`src/rtl/instr_encoder_loader_pkg.sv`:
```
// Shared constants for the RV32I program loader: opcode values, instruction
// format codes, loader FSM states and the immediate range helper. The control
// decoder uses the same opcode constants, so both sides agree on one table.
package instr_encoder_loader_pkg;

  // RV32I major opcodes (instruction bits [6:0])
  localparam logic [6:0] OPC_R       = 7'b0110011;
  localparam logic [6:0] OPC_I_ARITH = 7'b0010011;
  localparam logic [6:0] OPC_I_LOAD  = 7'b0000011;
  localparam logic [6:0] OPC_S       = 7'b0100011;
  localparam logic [6:0] OPC_B       = 7'b1100011;
  localparam logic [6:0] OPC_JAL     = 7'b1101111;
  localparam logic [6:0] OPC_JALR    = 7'b1100111;
  localparam logic [6:0] OPC_AUIPC   = 7'b0010111;
  localparam logic [6:0] OPC_LUI     = 7'b0110111;

  // Request format codes on the fmt field; 9..15 are illegal
  localparam logic [3:0] FMT_R       = 4'd0;
  localparam logic [3:0] FMT_I_ARITH = 4'd1;
  localparam logic [3:0] FMT_I_LOAD  = 4'd2;
  localparam logic [3:0] FMT_S       = 4'd3;
  localparam logic [3:0] FMT_B       = 4'd4;
  localparam logic [3:0] FMT_JAL     = 4'd5;
  localparam logic [3:0] FMT_JALR    = 4'd6;
  localparam logic [3:0] FMT_AUIPC   = 4'd7;
  localparam logic [3:0] FMT_LUI     = 4'd8;

  typedef enum logic [1:0] {
    ST_IDLE = 2'd0,
    ST_LOAD = 2'd1,
    ST_DONE = 2'd2
  } state_t;

  // True when imm is representable as a two's-complement value of 'bits' bits:
  // everything from bit (bits-1) upward must be a copy of the sign.
  function automatic logic imm_fits(input logic [31:0] imm, input int unsigned bits);
    logic [31:0] hi;
    hi = $signed(imm) >>> (bits - 32'd1);
    return (hi == 32'h0000_0000) || (hi == 32'hFFFF_FFFF);
  endfunction

endpackage

```
`src/rtl/instr_encoder_loader_if.sv`:
```
// Request / imem-write bundle of the program loader.
//   master : request source (start, finish, valid, fields) and consumer of the
//            imem write port and status
//   slave  : the loader itself
// start/finish/valid/fields -> loader; ready is the combinational accept;
// we/waddr/wdata form the registered imem write port; count/err/done are status.
interface instr_encoder_loader_if #(
  parameter int ADDR_W = 8
) ();

  logic              start;
  logic              finish;
  logic              valid;
  logic              ready;
  logic [3:0]        fmt;
  logic [4:0]        rd;
  logic [4:0]        rs1;
  logic [4:0]        rs2;
  logic [2:0]        funct3;
  logic [6:0]        funct7;
  logic [31:0]       imm;
  logic              we;
  logic [ADDR_W-1:0] waddr;
  logic [31:0]       wdata;
  logic [ADDR_W:0]   count;
  logic              err;
  logic              done;

  modport master (
    output start, finish, valid, fmt, rd, rs1, rs2, funct3, funct7, imm,
    input  ready, we, waddr, wdata, count, err, done
  );

  modport slave (
    input  start, finish, valid, fmt, rd, rs1, rs2, funct3, funct7, imm,
    output ready, we, waddr, wdata, count, err, done
  );

endinterface

```
`src/rtl/instr_encoder_loader_pack.sv`:
```
// Combinational RV32I packer: (format, register fields, funct, immediate) ->
// 32-bit instruction word plus an illegal flag.
//   fmt, rd, rs1, rs2, funct3, funct7, imm : request fields
//   word    : packed instruction, unused fields zero (zero for illegal fmt)
//   illegal : unknown format, immediate out of range, or misaligned offset
module instr_encoder_loader_pack
  import instr_encoder_loader_pkg::*;
(
  input  logic [3:0]  fmt,
  input  logic [4:0]  rd,
  input  logic [4:0]  rs1,
  input  logic [4:0]  rs2,
  input  logic [2:0]  funct3,
  input  logic [6:0]  funct7,
  input  logic [31:0] imm,
  output logic [31:0] word,
  output logic        illegal
);

  // Format-specific bit placement and legality check
  always_comb begin
    word    = 32'h0000_0000;
    illegal = 1'b0;
    case (fmt)
      FMT_R: begin
        word = {funct7, rs2, rs1, funct3, rd, OPC_R};
      end
      FMT_I_ARITH: begin
        word    = {imm[11:0], rs1, funct3, rd, OPC_I_ARITH};
        illegal = ~imm_fits(imm, 32'd12);
      end
      FMT_I_LOAD: begin
        word    = {imm[11:0], rs1, funct3, rd, OPC_I_LOAD};
        illegal = ~imm_fits(imm, 32'd12);
      end
      FMT_S: begin
        word    = {imm[11:5], rs2, rs1, funct3, imm[4:0], OPC_S};
        illegal = ~imm_fits(imm, 32'd12);
      end
      FMT_B: begin
        // Branch offsets are 13-bit signed and halfword aligned; bit 0 is implied
        word    = {imm[12], imm[10:5], rs2, rs1, funct3, imm[4:1], imm[11], OPC_B};
        illegal = ~imm_fits(imm, 32'd13) | imm[0];
      end
      FMT_JAL: begin
        word    = {imm[20], imm[10:1], imm[11], imm[19:12], rd, OPC_JAL};
        illegal = ~imm_fits(imm, 32'd21) | imm[0];
      end
      FMT_JALR: begin
        // funct3 of JALR is architecturally 000 whatever the request says
        word    = {imm[11:0], rs1, 3'b000, rd, OPC_JALR};
        illegal = ~imm_fits(imm, 32'd12);
      end
      FMT_AUIPC: begin
        word    = {imm[31:12], rd, OPC_AUIPC};
        illegal = (imm[11:0] != 12'h000);
      end
      FMT_LUI: begin
        word    = {imm[31:12], rd, OPC_LUI};
        illegal = (imm[11:0] != 12'h000);
      end
      default: begin
        word    = 32'h0000_0000;
        illegal = 1'b1;
      end
    endcase
  end

endmodule

```
`src/rtl/instr_encoder_loader.sv`:
```
// Boot-side program loader: encodes accepted requests into RV32I words and
// writes them to instruction memory at BASE_ADDR + count, one word per cycle.
//   i_clk, i_rst : clock and synchronous active-high reset
//   bus (slave)  : start/finish session control, valid/ready request handshake
//                  with instruction fields, registered imem write port
//                  (we/waddr/wdata), status count/err/done
// A request accepted in cycle N appears on the write port (or as an err pulse)
// in cycle N+1; count advances on that same edge.
module instr_encoder_loader
  import instr_encoder_loader_pkg::*;
#(
  parameter int ADDR_W    = 8,
  parameter int BASE_ADDR = 0
) (
  input  logic                   i_clk,
  input  logic                   i_rst,
  instr_encoder_loader_if.slave  bus
);

  localparam int              DEPTH    = 2 ** ADDR_W;
  localparam logic [ADDR_W:0] DEPTH_C  = (ADDR_W + 1)'(DEPTH);
  localparam logic [ADDR_W:0] ONE_C    = (ADDR_W + 1)'(1);
  localparam logic [ADDR_W:0] ZERO_C   = (ADDR_W + 1)'(0);
  localparam logic [ADDR_W-1:0] BASE_C = ADDR_W'(BASE_ADDR);

  state_t            state_r;
  state_t            state_n_s;
  logic [ADDR_W:0]   count_r;
  logic [ADDR_W:0]   count_n_s;
  logic              we_r;
  logic [ADDR_W-1:0] waddr_r;
  logic [31:0]       wdata_r;
  logic              err_r;
  logic              done_r;

  logic              ready_s;
  logic              write_s;
  logic              reject_s;
  logic [31:0]       word_s;
  logic              illegal_s;

  instr_encoder_loader_pack u_pack (
    .fmt     (bus.fmt),
    .rd      (bus.rd),
    .rs1     (bus.rs1),
    .rs2     (bus.rs2),
    .funct3  (bus.funct3),
    .funct7  (bus.funct7),
    .imm     (bus.imm),
    .word    (word_s),
    .illegal (illegal_s)
  );

  // Handshake, write/reject decision, next count and next FSM state
  always_comb begin
    ready_s   = 1'b0;
    write_s   = 1'b0;
    reject_s  = 1'b0;
    count_n_s = count_r;
    state_n_s = state_r;

    // start/finish take the cycle for session control, so no accept alongside them
    ready_s  = (state_r == ST_LOAD) && (count_r < DEPTH_C) && !bus.start && !bus.finish;
    write_s  = bus.valid && ready_s && !illegal_s;
    reject_s = bus.valid && ready_s && illegal_s;

    if (bus.start) begin
      count_n_s = ZERO_C;
    end else if (write_s) begin
      count_n_s = count_r + ONE_C;
    end else begin
      count_n_s = count_r;
    end

    case (state_r)
      ST_IDLE: begin
        if (bus.start) begin
          state_n_s = ST_LOAD;
        end else begin
          state_n_s = ST_IDLE;
        end
      end
      ST_LOAD: begin
        if (bus.start) begin
          state_n_s = ST_LOAD;
        end else if (bus.finish || (count_n_s == DEPTH_C)) begin
          // memory full: leave immediately so nothing can wrap onto BASE_ADDR
          state_n_s = ST_DONE;
        end else begin
          state_n_s = ST_LOAD;
        end
      end
      ST_DONE: begin
        if (bus.start) begin
          state_n_s = ST_LOAD;
        end else begin
          state_n_s = ST_DONE;
        end
      end
      default: begin
        state_n_s = ST_IDLE;
      end
    endcase
  end

  // State, count and registered output stage
  always_ff @(posedge i_clk) begin
    if (i_rst) begin
      state_r <= ST_IDLE;
      count_r <= ZERO_C;
      we_r    <= 1'b0;
      waddr_r <= BASE_C;
      wdata_r <= 32'h0000_0000;
      err_r   <= 1'b0;
      done_r  <= 1'b0;
    end else begin
      state_r <= state_n_s;
      count_r <= count_n_s;
      we_r    <= write_s;
      err_r   <= reject_s;
      done_r  <= (state_n_s == ST_DONE);
      if (write_s) begin
        waddr_r <= BASE_C + count_r[ADDR_W-1:0];
        wdata_r <= word_s;
      end
    end
  end

  assign bus.ready = ready_s;
  assign bus.we    = we_r;
  assign bus.waddr = waddr_r;
  assign bus.wdata = wdata_r;
  assign bus.count = count_r;
  assign bus.err   = err_r;
  assign bus.done  = done_r;

endmodule
```
`src/flat_wrapper.sv`:
```
// flat-port wrapper written by rule: the top's interface ports become plain ports
module instr_encoder_loader_flat import instr_encoder_loader_pkg::*;
#(
  parameter int ADDR_W    = 8,
  parameter int BASE_ADDR = 0
)
  (i_clk, i_rst, bus_start, bus_finish, bus_valid, bus_fmt, bus_rd, bus_rs1, bus_rs2, bus_funct3, bus_funct7, bus_imm, bus_ready, bus_we, bus_waddr, bus_wdata, bus_count, bus_err, bus_done);
  instr_encoder_loader_if #(.ADDR_W(ADDR_W)) bus_i ();
  input  logic i_clk;
  input  logic i_rst;
  input wire logic [$bits(bus_i.start)-1:0] bus_start;
  input wire logic [$bits(bus_i.finish)-1:0] bus_finish;
  input wire logic [$bits(bus_i.valid)-1:0] bus_valid;
  input wire logic [$bits(bus_i.fmt)-1:0] bus_fmt;
  input wire logic [$bits(bus_i.rd)-1:0] bus_rd;
  input wire logic [$bits(bus_i.rs1)-1:0] bus_rs1;
  input wire logic [$bits(bus_i.rs2)-1:0] bus_rs2;
  input wire logic [$bits(bus_i.funct3)-1:0] bus_funct3;
  input wire logic [$bits(bus_i.funct7)-1:0] bus_funct7;
  input wire logic [$bits(bus_i.imm)-1:0] bus_imm;
  output wire logic [$bits(bus_i.ready)-1:0] bus_ready;
  output wire logic [$bits(bus_i.we)-1:0] bus_we;
  output wire logic [$bits(bus_i.waddr)-1:0] bus_waddr;
  output wire logic [$bits(bus_i.wdata)-1:0] bus_wdata;
  output wire logic [$bits(bus_i.count)-1:0] bus_count;
  output wire logic [$bits(bus_i.err)-1:0] bus_err;
  output wire logic [$bits(bus_i.done)-1:0] bus_done;
  assign bus_i.start = bus_start;
  assign bus_i.finish = bus_finish;
  assign bus_i.valid = bus_valid;
  assign bus_i.fmt = bus_fmt;
  assign bus_i.rd = bus_rd;
  assign bus_i.rs1 = bus_rs1;
  assign bus_i.rs2 = bus_rs2;
  assign bus_i.funct3 = bus_funct3;
  assign bus_i.funct7 = bus_funct7;
  assign bus_i.imm = bus_imm;
  assign bus_ready = bus_i.ready;
  assign bus_we = bus_i.we;
  assign bus_waddr = bus_i.waddr;
  assign bus_wdata = bus_i.wdata;
  assign bus_count = bus_i.count;
  assign bus_err = bus_i.err;
  assign bus_done = bus_i.done;
  instr_encoder_loader #(.ADDR_W(ADDR_W), .BASE_ADDR(BASE_ADDR)) u_core (.i_clk(i_clk), .i_rst(i_rst), .bus(bus_i));
endmodule
```
`config.mk`:
```
export PLATFORM = sky130hd
export DESIGN_NAME = instr_encoder_loader_flat
export DESIGN_NICKNAME = d
export VERILOG_FILES = /design/src/rtl/instr_encoder_loader_pkg.sv /design/src/rtl/instr_encoder_loader_if.sv /design/src/rtl/instr_encoder_loader_pack.sv /design/src/rtl/instr_encoder_loader.sv /design/src/flat_wrapper.sv
export SDC_FILE = /design/constraint.sdc
export NUM_CORES = 1
export LEC_CHECK = 0
export BUFFER_PORTS_ARGS = -buffer_cell sky130_fd_sc_hd__buf_4
export CAP_MARGIN = 20
export CORE_ASPECT_RATIO = 0.6
export CORE_UTILIZATION = 45
export DETAILED_ROUTE_END_ITERATION = 8
export PLACE_DENSITY = 0.77
export SLEW_MARGIN = 30
export SYNTH_ARGS = -nofsm -noshare
export SYNTH_HDL_FRONTEND = slang
export SYNTH_SLANG_ARGS = --single-unit
export TNS_END_PERCENT = 50
```
`constraint.sdc`:
```
create_clock -name i_clk -period 2.2 [get_ports i_clk]
set_input_delay 0.33 -clock i_clk [delete_from_list [all_inputs] [get_ports i_clk]]
set_output_delay 0.33 -clock i_clk [all_outputs]
set_load 0.005 [all_outputs]
```
**Word level (Yosys, flattened, before mapping)**

Cells that the tools add are included.

- Flip-flop bits (word level): 54
- Latch bits: 0
- Memory bits (writable): 0
- ROM bits: 0
- Bits of input ports: 66
- Output and inout bits: 53
- Logic and storage cells: 59
- Memories kept: 0

- Add/subtract/negate cells: 1
- $mul: 0
- Divide/modulo/power cells: 0
- $lt $le $gt $ge: 1
- Equal/unequal tests: 15
- Shift-type cells: 0
- Muxes and demuxes: 9
- Bitwise operators: 5
- Reductions and logical operators: 21

Operator list:

| cell | count |
|---|---|
| 32-bit case mux with 9 select lines | 1 |
| 32-bit equality test, second input constant | 3 |
| 32-bit zero test | 3 |
| 9-bit two-way mux | 2 |
| 4-bit by 3-bit equality test with 1-bit output, second input constant | 4 |
| 12-bit nonzero test | 1 |
| 9-bit by 1-bit adder with 9-bit output, second input constant | 1 |
| 9-bit equality test, second input constant | 1 |
| 9-bit < comparator, second input constant | 1 |
| 4-bit by 2-bit equality test with 1-bit output, second input constant | 2 |
| 1-bit logical AND | 6 |
| 2-bit two-way mux | 3 |
| 2-bit case mux with 3 select lines | 1 |
| 1-bit case mux with 5 select lines | 1 |
| 2-bit equality test, second input constant | 2 |
| 4-bit by 1-bit equality test with 1-bit output, second input constant | 1 |
| 4-bit equality test, second input constant | 1 |
| 4-bit zero test | 1 |
| 1-bit logical OR | 4 |
| 4-bit OR reduction | 1 |
| 1-bit zero test | 3 |
| 1-bit NOT | 3 |
| 2-bit by 1-bit equality test with 1-bit output, second input constant | 1 |
| 2-bit zero test | 1 |
| 3 further kinds | 4 |

**Longest topological paths before layout**

- Word-level depth: 15
- Depth in mapped cells: 11
- Mapped depth without buffers: 8

**Modules after synthesis**

A second synthesis with hierarchy kept.

- Cell total of the unflattened synthesis: 434
- Area total of the unflattened synthesis: 3131.8 µm²

By module, submodules not included:

| module | instances | cells each | area an instance (µm²) | seq. area each (µm²) |
|---|---|---|---|---|
| instr_encoder_loader | 1 | 267 | 2127.0 | 1081.0 |
| instr_encoder_loader_pack | 1 | 167 | 1004.7 | 0.0 |

**Worst setup path before layout**

No wires, ideal clock.

- Path type: input-to-reg
- Start: input bus_fmt[2]
- End: register u_core.state_r[0]
- Library setup time: 0.117 ns
- Data arrival time: 2.050 ns
- Data required time: 2.083 ns
- Path slack: 0.033 ns
- Stages on the path: 9
- Buffers on the path: 1
- Cell sequence: buf_4 > nor3_2 > o2bb2ai_2 > a22o_1 > a31oi_4 > nand4_1 > mux2i_1 > o2111ai_1 > a22o_1

- Cells in the longest elaborated chain, start to end: 12
- Elaborated cells between the ends (all ways): 21
- Those cells by class: eq/ne: 9; mux: 6; reduce/logical: 6

RTL lines:

| item | RTL line | text |
|---|---|---|
| from (decl) | flat_wrapper.sv:14 | `input wire logic [$bits(bus_i.fmt)-1:0] bus_fmt;` |
| 4-bit by 3-bit equality test with 1-bit output, or another cell as far along | instr_encoder_loader_pack.sv:24 | `case (fmt)` |
| 4-bit OR reduction (no source line) or 2-bit OR reduction (tied branches) | n/a |  |
| 1-bit case mux with 5 select lines * | instr_encoder_loader_pack.sv:24 |  |
| 1-bit zero test * | instr_encoder_loader.sv:64 | `write_s = bus.valid && ready_s && !illegal_s;` |
| 1-bit logical AND * | instr_encoder_loader.sv:64 |  |
| 9-bit two-way mux * | instr_encoder_loader.sv:69 | `end else if (write_s) begin` |
| 9-bit two-way mux * | instr_encoder_loader.sv:67 | `if (bus.start) begin` |
| 9-bit equality test * | instr_encoder_loader.sv:86 | `end else if (bus.finish \|\| (count_n_s == DEPTH_C)) begin` |
| 1-bit logical OR * | instr_encoder_loader.sv:86 |  |
| 2-bit two-way mux * | instr_encoder_loader.sv:86 |  |
| 2-bit two-way mux * | instr_encoder_loader.sv:84 | `if (bus.start) begin` |
| 2-bit case mux with 3 select lines * | instr_encoder_loader.sv:75 | `case (state_r)` |
| to (signal assigned) | instr_encoder_loader.sv:117 | `state_r <= state_n_s;` |
| to (decl) | instr_encoder_loader.sv:26 | `state_t state_r;` |

Mark *: on every way between the ends. The rest lies on a longest branch, timed or not.
A chain may end at the register's enable or synchronous reset.

**Final worst setup path**

- Start: input bus_imm[30]
- End: register u_core.state_r[0]

- Cells in the longest elaborated chain, start to end: 14
- Elaborated cells between the ends (all ways): 24
- Those cells by class: eq/ne: 4; mux: 6; bitwise: 5; reduce/logical: 9

RTL lines:

| item | RTL line | text |
|---|---|---|
| from (decl) | flat_wrapper.sv:20 | `input wire logic [$bits(bus_i.imm)-1:0] bus_imm;` |
| 32-bit equality test or 32-bit zero test (tied branches) | instr_encoder_loader_pkg.sv:39 | `return (hi == 32'h0000_0000) \|\| (hi == 32'hFFFF_FFFF);` |
| 1-bit logical OR | instr_encoder_loader_pkg.sv:39 |  |
| 1-bit NOT, on equally long branches | instr_encoder_loader_pack.sv:47, instr_encoder_loader_pack.sv:43 |  |
| 1-bit bitwise OR, on equally long branches | instr_encoder_loader_pack.sv:47, instr_encoder_loader_pack.sv:43 |  |
| 1-bit case mux with 5 select lines * | instr_encoder_loader_pack.sv:24 |  |
| 1-bit zero test * | instr_encoder_loader.sv:64 |  |
| 1-bit logical AND * | instr_encoder_loader.sv:64 |  |
| 9-bit two-way mux * | instr_encoder_loader.sv:69 |  |
| 9-bit two-way mux * | instr_encoder_loader.sv:67 |  |
| 9-bit equality test * | instr_encoder_loader.sv:86 |  |
| 1-bit logical OR * | instr_encoder_loader.sv:86 |  |
| 2-bit two-way mux * | instr_encoder_loader.sv:86 |  |
| 2-bit two-way mux * | instr_encoder_loader.sv:84 |  |
| 2-bit case mux with 3 select lines * | instr_encoder_loader.sv:75 |  |

Marked as above.

==> summary.txt <==
Detailed routing
  – First drt pass iteration count: 6
  – Total number of vias: 3859
  – Routed Antenna Nets: 0
  – Total wire length: 11200 um
  – Drt initial violations: 404
  – DR WL/cell: 17.4 um
  – DRC violations left: 0
  – Routed vias/inst: 5.97

STA
  – Slew @ Worst Pin: 0.738 ns
  – Max-slew violation count: 0
  – RSZ-0062 raised after global routing: true
  – F_max: 0.443 GHz
  – Fin worst setup slack: -0.0566 ns
  – Min Tclk post-route: 2.26 ns
  – Setup TNS: -0.152 ns
  – Worst Clk Skew: 0.00875 ns
  – Worst slew margin: 50.4%
  – Final setup violation count: 4
  – Final hold vios: 0
  – Final worst-path cycle share: 103%

Die
  – Initial Utilization: 46.7%
  – Chip height: 66.5 um
  – Core Area: 6680 sq um
  – DIE AREA: 7270 sq um
  – Die X: 109 um
  – IO Pins: 119
  – Row count: 23

Global route
  – Largest net degree at the start of global routing: 45
  – Gr usage total: 29.8%
  – Initial antenna violation count: 0
  – GR Overflow Total: 0
  – Vias in the first global route: 3366
  – First-pass GRT wire length: 16600 um

Cells and area
  – Fin nets: 625
  – Area of the multi-input gates: 1980 sq um
  – Post-route cell area: 4740 sq um
  – Final core utilization: 71.0%
  – Share of layout cells above drive strength 1: 37.7%
  – Most frequent cells in the layout: buf_4 (168), nor2_1 (65), dfxtp_1 (53), a21oi_1 (39), nand2_1 (32)
  – Final-layout fill cell count: 538
  – Sequential cell area: 1060 sq um
  – Final Non-Filler Cells: 646
  – Antenna Cells: 0
  – Most common cell after layout, fill and taps aside: buf_4
  – Area growth, synth to finish: 52.0%

Clock tree
  – Max Root-Sink Buffers: 2
  – H-tree levels: 2
  – Reg clk slew, reported paths: 0.07 ns
  – Clock latency on the worst-skew pair: 0.29 ns
  – Post-CTS Hold Buffers: 0
  – CTS tree: built
  – Num CTS Buffers: 5
  – Clock Tree Root: clkbuf_16
  – Clock sink total: 53

Pwr
  – PwrDens: 495 nW/um^2
  – Cell Int Power: 0.00176 W
  – Logic pwr share: 18.9%
  – Sequential power share: 41.6%
  – Power Total: 0.00235 W
  – Clk pwr share: 39.5%
  – Switch share: 25.1%
  – Net Sw Power: 0.000588 W
  – Pleak: 1.90 nW
  – Peak supply drop: 0.000553 V

Yosys
  – Area share of fa/ha/maj cells after synthesis: 0.401%
  – Synthesized cell area: 3120 sq um
  – Top FF cell, synth: dfxtp_1
  – Syn_area_per_cell: 7.68 sq um
  – Synth Area in Compound Gates: 28.1%
  – Top cells by area, synth: dfxtp_1 (34%), nor2_1 (7.8%), a21oi_1 (6.4%), a211oi_1 (4.1%), nand2_1 (4.0%)
  – Post-synth ARST share: 0%
  – Simple-Gate Fraction of Synth Area: 27.9%
  – Synth area leader: dfxtp_1
  – Largest family of logic cells by synthesized area: compound AO/OA/AOI/OAI gates
  – Post-Synth XOR/XNOR Area: 2.53%
  – Count of state elements after synthesis: 53
  – Distinct cell type count of the synthesized netlist: 55
  – Syn. warnings: 0
  – Mapped Cells: 406
  – Register area share after synthesis: 34.0%
  – Mux share of post-synthesis cell area: 1.65%
  – Area fraction of the dominant cell type after synthesis: 34.0%
  – Number of enable flip-flop cells after synthesis: 0
  – Syn_nets: 473

Place
  – Cell Area, Placed: 4400 sq um
  – Routability cong.: 0.924
  – DPL Wire Length: 8260 um
  – Port Buffer Count: 118
  – Cells after DPL: 635

Run status
  – Violated checks: setup timing
  – Status: complete, but fails checks

Critical path
  – Critical path class: in2reg
  – Crit end category: flip-flop
  – Data arrival, critical path: 2.44 ns
  – Worst Reg-to-Reg Cells: 7
  – CP max FO: 5
  – Worst path required time: 2.39 ns
  – R2r setup slk: 0.01 ns
  – Reg2Reg Launch Point: u_core.state_r[1]$_SDFF_PP0_
  – Setup crit start: bus_imm[30]
  – Critical Path Start Type: primary input

Hold path
  – Hold Path Stages: 2
  – Min-Delay Path Class: in2reg
  – Hold wc startpoint: bus_start

Flow run
  – Total of max-cap violations: 0
## sequential cells by signal (all words and copies together), names as in the netlist
name	cells
u_core.bus.count	9
u_core.bus.done	1
u_core.bus.err	1
u_core.bus.we	1
u_core.bus.waddr	8
u_core.state_r	2
u_core.bus.wdata	31
## layout make-up
class	count	share of cell area, %
clock buffers	6	2.93
clock inverters	2	0.792
inverters	3	0.238
multi-input cells	317	41.7
flip-flops and latches	53	22.4
well taps	87	2.30
repair buffers	178	29.6
## power groups by stage
stage | sequential [W] | clock (W) | combinational, W
2_1_floorplan | 0.000997 | 0 | 0.000183
5_1_grt | 0.000976 | 0.000973 | 0.000475
4_1_cts | 0.000974 | 0.000931 | 0.000427
3_5_place_dp | 0.000997 | 0 | 0.000416
3_3_place_gp | 0.000996 | 0 | 0.000408
6_report | 0.000975 | 0.000927 | 0.000444
## cell families after synthesis
kind of cell,count (synthesis)
multiplexers,5
adder cells (fa/ha/maj),1
XOR/XNOR,9
AND/OR/NAND/NOR,176
buffers and inverters,36
AO/OA/AOI/OAI,126
flip-flops,53
## stage by stage
step	setup WS [ns]	hold slack, ns
floorplan	0.0332	0.448
global placement	-0.352	0.443
detailed placement	-0.398	0.453
CTS	0.00240	0.301
global route	-0.139	0.319
finish	-0.0566	0.313
## what timing repair did
item                                    in CTS  in global routing
gates cloned                                 0                  0
endpoints found under the setup margin      32                 35
setup buffers                                3                  1
pin swaps                                    7                  8
gates resized for setup                     11                 19
## path summary, 6_finish.rpt
kind                                       to
max              u_core.state_r[0]$_SDFF_PP0_
min              u_core.state_r[0]$_SDFF_PP0_
max reg2reg      u_core.state_r[0]$_SDFF_PP0_
min reg2reg  u_core.bus.wdata[3]$_SDFFE_PP0N_
## synthesized netlist by cell type, types with 3 or more instances
library cell / number
buf_1: 6
xnor2_1: 5
xor2_1: 4
nor3_1: 9
o21ai_0: 16
a211oi_1: 17
a22o_1: 7
nand4_1: 7
and2_1: 4
mux2i_1: 4
dfxtp_1: 53
nand2_1: 33
nor4_1: 10
o221ai_1: 9
a21oi_1: 40
nor2_1: 65
a22oi_1: 8
or2_2: 3
buf_2: 6
nand2b_1: 3
a222oi_1: 6
a221oi_1: 7
buf_4: 4
nand3_1: 11
clkbuf_1: 16
o31ai_1: 3
nor2b_1: 14
## worst max-delay path, stage by stage
cell       delay [ns]
buf_8            0.10
nor4_4           0.30
nand3_2          0.18
or3_4            0.42
a31oi_4          0.25
nand4_1          0.16
mux2i_1          0.29
o2111ai_2        0.20
a22o_1           0.22
## layer usage
metal	vias to the layer above	track usage [%]	wire length, um
li1	1803	-	-
met1	1799	41.8	5100
met2	237	45.4	4580
met3	20	7.93	1390
met4	0	6.83	178
met5	-	0	0
Power figures use the tool's default switching activity.
